<file path="config.mk">
export PLATFORM = sky130hd
export DESIGN_NAME = mul_ctrl
export DESIGN_NICKNAME = d
export VERILOG_FILES = /design/src/rtl/mul_pkg.sv /design/src/rtl/mul_sign_fix.sv /design/src/rtl/mul_ctrl.sv
export SDC_FILE = /design/constraint.sdc
export NUM_CORES = 1
export LEC_CHECK = 0
export CAP_MARGIN = 20
export CORE_AREA = 2 2 141 143
export DETAILED_ROUTE_END_ITERATION = 16
export DIE_AREA = 0 0 143 145
export PLACE_DENSITY_LB_ADDON = 0.25
export SLEW_MARGIN = 15
export SYNTH_ARGS = -nofsm -noshare
export SYNTH_HDL_FRONTEND = slang
export SYNTH_SLANG_ARGS = --single-unit
</file>
<file path="constraint.sdc">
create_clock -name clk -period 3.1 [get_ports clk]
set_input_delay 0.31 -clock clk [delete_from_list [all_inputs] [get_ports clk]]
set_output_delay 0.31 -clock clk [all_outputs]
set_load 0.005 [all_outputs]
</file>
<file path="src/rtl/mul_pkg.sv">
// rtl/mul_pkg.sv - shared RV32M multiply encodings, FSM state and helpers
package mul_pkg;

    localparam int XLEN = 32;

    localparam logic [1:0] F_MUL    = 2'b00;
    localparam logic [1:0] F_MULH   = 2'b01;
    localparam logic [1:0] F_MULHSU = 2'b10;
    localparam logic [1:0] F_MULHU  = 2'b11;

    typedef enum logic [1:0] {
        ST_IDLE = 2'd0,
        ST_BUSY = 2'd1,
        ST_DONE = 2'd2
    } state_e;

    // 0x80000000 negates to itself, which is the correct unsigned magnitude
    function automatic logic [XLEN-1:0] magnitude(input logic [XLEN-1:0] v, input logic is_signed);
        return (is_signed && v[XLEN-1]) ? ((~v) + XLEN'(1)) : v;
    endfunction

endpackage

</file>
<file path="src/rtl/mul_sign_fix.sv">
// rtl/mul_sign_fix.sv - conditional 64-bit negate of the product and result word select
module mul_sign_fix
    import mul_pkg::*;
(
    input  logic [2*XLEN-1:0] prod,
    input  logic              negate,
    input  logic              hi_sel,
    output logic [XLEN-1:0]   word
);

    logic [2*XLEN-1:0] fixed;

    always_comb begin
        fixed = negate ? ((~prod) + (2*XLEN)'(1)) : prod;
        word  = hi_sel ? fixed[2*XLEN-1:XLEN] : fixed[XLEN-1:0];
    end

endmodule

</file>
<file path="src/rtl/mul_ctrl.sv">
// rtl/mul_ctrl.sv - RV32M multiply sequencer around an external unsigned multiplier
module mul_ctrl
    import mul_pkg::*;
#(
    parameter int ZERO_BYPASS = 1
) (
    input  logic              clk,
    input  logic              rst,
    input  logic              in_valid,
    output logic              in_ready,
    input  logic [2:0]        in_funct3,
    input  logic [XLEN-1:0]   in_rs1,
    input  logic [XLEN-1:0]   in_rs2,
    input  logic [4:0]        in_rd,
    output logic              out_valid,
    input  logic              out_ready,
    output logic [XLEN-1:0]   out_result,
    output logic [4:0]        out_rd,
    output logic [XLEN-1:0]   mul_op1,
    output logic [XLEN-1:0]   mul_op2,
    output logic              mul_vld,
    input  logic [2*XLEN-1:0] mul_res,
    input  logic              mul_rdy
);

    state_e            state_q, state_d;
    logic [1:0]        funct_q, funct_d;
    logic [4:0]        rd_q, rd_d;
    logic [XLEN-1:0]   op1_q, op1_d;
    logic [XLEN-1:0]   op2_q, op2_d;
    logic              sign_q, sign_d;
    logic [XLEN-1:0]   result_q, result_d;

    logic              rs1_signed, rs2_signed;
    logic              in_sign;
    logic              bypass;
    logic [XLEN-1:0]   fixed_word;
    logic              unused_funct3_msb;

    assign unused_funct3_msb = in_funct3[2];

    always_comb begin
        rs1_signed = (in_funct3[1:0] == F_MULH) || (in_funct3[1:0] == F_MULHSU);
        rs2_signed = (in_funct3[1:0] == F_MULH);
        in_sign    = (rs1_signed & in_rs1[XLEN-1]) ^ (rs2_signed & in_rs2[XLEN-1]);
        bypass     = (ZERO_BYPASS != 0) && ((in_rs1 == '0) || (in_rs2 == '0));
    end

    mul_sign_fix u_sign_fix (
        .prod   (mul_res),
        .negate (sign_q),
        .hi_sel (funct_q != F_MUL),
        .word   (fixed_word)
    );

    always_ff @(posedge clk) begin
        if (rst) begin
            state_q  <= ST_IDLE;
            funct_q  <= F_MUL;
            rd_q     <= '0;
            op1_q    <= '0;
            op2_q    <= '0;
            sign_q   <= 1'b0;
            result_q <= '0;
        end else begin
            state_q  <= state_d;
            funct_q  <= funct_d;
            rd_q     <= rd_d;
            op1_q    <= op1_d;
            op2_q    <= op2_d;
            sign_q   <= sign_d;
            result_q <= result_d;
        end
    end

    always_comb begin
        state_d = state_q;
        case (state_q)
            ST_IDLE: if (in_valid) state_d = bypass ? ST_DONE : ST_BUSY;
            ST_BUSY: if (mul_rdy) state_d = ST_DONE;
            ST_DONE: if (out_ready) state_d = ST_IDLE;
            default: state_d = ST_IDLE;
        endcase
    end

    // Request fields are captured only at accept and then held through BUSY/DONE
    always_comb begin
        funct_d  = funct_q;
        rd_d     = rd_q;
        op1_d    = op1_q;
        op2_d    = op2_q;
        sign_d   = sign_q;
        result_d = result_q;
        if (state_q == ST_IDLE && in_valid) begin
            funct_d = in_funct3[1:0];
            rd_d    = in_rd;
            op1_d   = magnitude(in_rs1, rs1_signed);
            op2_d   = magnitude(in_rs2, rs2_signed);
            sign_d  = in_sign;
            if (bypass) result_d = '0;
        end else if (state_q == ST_BUSY && mul_rdy) begin
            result_d = fixed_word;
        end
    end

    always_comb begin
        in_ready  = (state_q == ST_IDLE);
        mul_vld   = (state_q == ST_BUSY);
        out_valid = (state_q == ST_DONE);
    end

    assign out_result = result_q;
    assign out_rd     = rd_q;
    assign mul_op1    = op1_q;
    assign mul_op2    = op2_q;

endmodule

</file>
==> impl_metrics.ini, run 1 <==
[route]
vias = 8698
post_drt_wl_per_cell_um = 17.90
detail-route-antenna-nets = 0
viasPerCell = 5.652
wirelength_mm = 27.55
drtPass1Iterations = 5
drtIter0Drc = 500
drcViolationCount = 0

[cells_and_area]
finalNonFillerCells = 1539
finish.utilization_pct = 57.49
nFillCells = 1783
layout-drive-gt1-share_pct = 13.34
final_nets = 1414
area_delta_synth_final_pct = 53.63
antennaDiodeCount = 0

[die]
dieArea_mm2 = 0.02074
io_pins = 245
die_x_um = 143
num_rows = 51
start_util_pct = 37.42
coreArea_mm2 = 0.01921
die_h_um = 145

[synthesis]
synth_edf_count = 0
synth.area.mux_share_pct = 2.124
synth-seq-cells = 106
avgSynthCellArea_um2 = 7.574
ys_warn_count = 0
synth_compound_area_share_pct = 28.30
async_flop_share_pct = 0
synthFlopType = dfxtp_1
yosys.area_share.adder_pct = 0.6963
syn_area_mm2 = 0.007188
synthXorXnorAreaFrac_pct = 7.920
synth_cells = 949
ys_seq_area_share_pct = 29.52
yosysUniqueCellTypes = 65
synth_fp_nets = 1094
synth_top_family_by_area = compound AO/OA/AOI/OAI gates
yosys.area_share.simple_pct = 27.14

[sta]
finalSetupViolCount = 0
drv_slew = 0
fmax_mhz = 335.1
hold_violations = 0
timing.final.crit_share_pct = 96.26
slew_headroom_pct = 31.58
skew_ns = 0.009239
min_period_ns = 2.984
worst_pin_slew_ns = 1.026

[grt]
grt_pass1_vias = 8082
overflow = 0
grt_use_total_pct = 25.57
grt_antenna_before_repair = 0
grt_max_degree = 131
grt_pass1_wl_mm = 42.29

[place]
place.port_buffers = 243
dp.cells = 1523
hpwl_mm = 20.57
gp_congestion = 0.9270

[power_and_ir_drop]
cellPowerDensity_mw_per_mm2 = 353.6
cellLeakagePower_nw = 3.883
comb_power_share_pct = 31.3
max-vdd-ir-drop_mv = 0.2666
clockPowerShare_pct = 29.5
intPower_w = 0.002669
p_sw_share_pct = 31.66
p_switching_w = 0.001236
pwr-share-seq_pct = 39.3

[min_path]
min-delay-start = rst
whs_endpoint = funct_q[1]
min_path_type = in2reg
hold_path_depth = 2

[setup_path]
startpoint_type = input pin
r2r_end = out_result[22]
regToRegSetupSlack_ns = 0.87
worstPathRequired_ns = 3.34
arrival_ns = 3.23
crit_type = in2reg
critPathMaxFanout = 10
reg2reg_depth = 6
endpoint_kind = flop
timing.rr.start = funct_q[1]

[run]
max_cap_violations = 0

[cts]
numCtsBuffers = 9
cts-htree-levels = 3
cts-root-buf = clkbuf_16
cts_tree = built
clockBufferDepth = 2
clock_sinks = 106
clk_latency_ns = 0.36
cts.reportedPaths.clkPinSlew_ns = 0.08

[run_status]
status = finished clean
-- placed cells by master (no fill, tap or decap), types with 24 or more instances in the layout --
master           Yosys  routed
a211oi_1            52      52
a21oi_1             54      54
buf_4                0     130
clkdlybuf4s50_1      0     242
dfxtp_1            106     105
nand2_1             69      69
nand3_1             24      24
nor2_1             139     138
nor3_1              27      27
nor4_1              30      28
o21ai_0             35      35
or3_1               27      27
xnor2_1             35      35
xor2_1              30      30
-- metal layers --
layer	GRT usage (%)	vias up	part of all wire (%)
met1	32.29	4026	42
met2	40.77	369	45
met5	0	-	0
met4	9.851	0	3.5
li1	-	4243	-
met3	7.624	60	9.4
-- Yosys cell counts, types with 24 or more instances --
library cell / number / area [µm²]
xor2_1: 30 / 262.8
nor2_1: 139 / 521.8
clkbuf_1: 65 / 244.0
a211oi_1: 52 / 390.4
or3_1: 27 / 168.9
nor3_1: 27 / 135.1
dfxtp_1: 106 / 2122
nor4_1: 30 / 187.7
o21ai_0: 35 / 175.2
a21oi_1: 54 / 270.3
nand3_1: 24 / 120.1
xnor2_1: 35 / 306.5
nand2_1: 69 / 259.0
-- final cells by class --
cell class                 count  area, µm²  area share [%]
clock buffer                  11      232.7           2.107
clock inverter                 5      50.05          0.4532
inverter                      15      56.30          0.5099
multi-input combinational    761       4786           43.34
sequential                   106       2123           19.23
tap                          265      331.6           3.002
timing repair buffer         376       3463           31.36
-- flip-flops by register name, indices dropped and copies added (netlist names) --
signal      count
mul_op1        32
mul_op2        32
out_result     32
out_rd          5
funct_q         2
state_q         2
sign_q          1
-- through the flow --
step | worst slack, ns | power, W | hold WS (ns) | setup TNS, ns | area (µm²)
floorplan | 0.2373 | 0.002079 | 0.4440 | 0 | 7188
detailed placement | -0.4135 | 0.002772 | 0.4405 | -11.36 | 10750
finish | 0.1158 | 0.003905 | 0.2388 | 0 | 11040
CTS | 0.09872 | 0.003920 | 0.2319 | 0 | 11040
global placement | -0.3925 | 0.002763 | 0.4377 | -10.94 | 10750
global route | -0.01847 | 0.004089 | 0.2475 | -0.01847 | 11040
-- worst max-delay path, stage by stage --
cell and delay, ns:
clkdlybuf4s50_1 0.43, or4_1 0.65, or4_4 0.47, buf_4 0.15, buf_4 0.16, nor4_2 0.24
buf_4 0.20, mux2i_1 0.09, a2111oi_1 0.39, o2bb2ai_1 0.13
-- worst max path at each step --
stage,startpoint,endpoint,cells past startpoint
floorplan,mul_res[18],out_result[29],7
finish,mul_res[14],out_result[28],10
CTS,in_rs1[10],out_result[4],9
detailed placement,in_rs1[10],out_result[9],9
global placement,in_rs1[10],out_result[9],9
global route,mul_res[14],out_result[28],10
-- logic make-up after synthesis --
| logic type | count (synthesis) |
|---|---|
| fa+ha+maj | 4 |
| buf+inv | 82 |
| compound gates | 287 |
| mux | 15 |
| xor+xnor | 65 |
| flops | 106 |
| simple gates | 390 |
-- power groups by stage --
stage / registers [W] / clock network (W) / logic [W]
floorplan: 0.00157 / 0 / 0.000512
global placement: 0.00156 / 0 / 0.00120
detailed placement: 0.00156 / 0 / 0.00121
CTS: 0.00153 / 0.00117 / 0.00122
global route: 0.00155 / 0.00122 / 0.00132
finish: 0.00153 / 0.00115 / 0.00122
-- timing repair --
item                                    CTS  global route
endpoints found under the setup margin   12            18
setup buffers                             0             0
hold buffers                              0             0
pin swaps                                 0             0
hold endpoints to repair                  0             0
resized for setup                         1             2
(Power assumes the default switching activity.)
==> run 2: changes to the inputs <==
- ABC_CLOCK_PERIOD_IN_PS: unset -> 3100
- PLACE_DENSITY: unset -> 0.66
- PLACE_DENSITY_LB_ADDON: 0.25 -> unset
==> impl_metrics.ini, run 2 (same netlist as run 1, synthesis figures left out) <==
[cells_and_area]
area_delta_synth_final_pct = 54.29
stdcell_area_mm2 = 0.01109
multi_input_area_mm2 = 0.004772
final_cell_mix = clkdlybuf4s50_1, nor2_1, buf_4
layout.cells.most_common = clkdlybuf4s50_1
final_nets = 1421
regArea_mm2 = 0.002123
antennaDiodeCount = 0
nFillCells = 1803
finalNonFillerCells = 1546
finish.utilization_pct = 57.74
layout-drive-gt1-share_pct = 13.82

[sta]
rsz0062_at_grt = no
fin_setup_tns_ns = 0
timing.final.crit_share_pct = 97.06
finalSetupViolCount = 0
drv_slew = 0
slew_headroom_pct = 42.80
min_period_ns = 3.009
hold_violations = 0
worst_pin_slew_ns = 0.8549
skew_ns = 0.007671
timing.final.ws_setup_ns = 0.09099
fmax_mhz = 332.3

[cts]
hold_buffers = 0
clockBufferDepth = 2
numCtsBuffers = 9
cts-root-buf = clkbuf_16
clk_latency_ns = 0.36
cts.reportedPaths.clkPinSlew_ns = 0.08
cts_tree = built
cts-htree-levels = 3
cts_setup_buffers = 0
ctsResizeCount = 0
clock_sinks = 106

[die]
io_pins = 245
die_x_um = 143
num_rows = 51
die_h_um = 145
dieArea_mm2 = 0.02074
coreArea_mm2 = 0.01921
start_util_pct = 37.42

[setup_path]
endpoint_kind = flop
worstPathRequired_ns = 3.35
critPathMaxFanout = 5
crit_type = in2reg
arrival_ns = 3.26
startpoint_type = input pin

[route]
drtIter0Drc = 742
vias = 8699
wirelength_mm = 27.79
drcViolationCount = 0
viasPerCell = 5.627
post_drt_wl_per_cell_um = 17.97
detail-route-antenna-nets = 0
drtPass1Iterations = 7

[place]
post_dp_cell_area_mm2 = 0.01080
gp_congestion = 0.9355
dp.cells = 1530
place.port_buffers = 243
place_ws_ns = -0.2661
hpwl_mm = 21.25

[power_and_ir_drop]
cellLeakagePower_nw = 3.934
max-vdd-ir-drop_mv = 0.2794
cellPowerDensity_mw_per_mm2 = 354.8

[grt]
grt_use_total_pct = 26.27
grt_pass1_vias = 8167
grt_max_degree = 131
grt_pass1_wl_mm = 43.58
overflow = 0
grt_antenna_before_repair = 0

[run]
max_cap_violations = 0

[run_status]
status = finished clean

[min_path]
min_path_type = in2reg
-- run 2: cell count changes in the layout (fill, tap and decap cells not counted) --
cell / delta
a2111oi_0: +1
nor4_2: -2
buf_4: +7
nor4_1: +2
clkbuf_8: +1
clkbuf_1: -2
clkinvlp_4: -1
a2111oi_1: -1
clkinv_2: +2
-- run 2: metal layers --
layer	global-route usage [%]	vias up	share of wire, %
li1	-	4254	-
met1	33.50	3994	42
met2	43.09	411	46
met3	7.327	40	10
met4	7.574	0	2.2
met5	0	-	0
-- run 2: power by group --
| group | switching (W) | internal (W) |
|---|---|---|
| combinational | 0.000588 | 0.000649 |
| sequential | 0.0000646 | 0.00147 |
| clock | 0.000582 | 0.000579 |
-- run 2: final timing paths --
| check | slack (ns) | from | to | depth (start not counted) |
|---|---|---|---|---|
| max | 0.09 | mul_res[14] | out_result[29] | 7 |
| min | 0.20 | rst | state_q[1] | 2 |
| max reg2reg | 0.88 | funct_q[1] | out_result[22] | 7 |
| min reg2reg | 0.46 | out_result[3] | out_result[3] | 1 |
-- run 2: cell type report --
class,instances,area share (%)
flip-flops and latches,106,19.14
repair buffers,383,31.70
clock buffers,10,2.155
inverters,15,0.5077
multi-input cells,761,43.03
clock inverters,6,0.4738
well taps,265,2.990
-- run 2: critical path, cell delays in order --
cell             delay, ns
clkdlybuf4s50_1       0.42
or4_1                 0.67
or4_4                 0.46
or2_0                 0.30
or4_1                 0.51
mux2_1                0.34
a32o_1                0.25
-- run 2: through the flow --
step                total power (W)  hold WS, ns
detailed placement         0.002794       0.4436
global route               0.004128       0.2018
finish                     0.003935       0.2023
CTS                        0.003959       0.1969
global placement           0.002786       0.4379
floorplan                  0.002079       0.4440
==> run 3: changes to the inputs <==
- SETUP_SLACK_MARGIN: unset -> 0.02
==> results of run 3 <==
No change in the layout: final DEF, timing and power equal those of run 2.
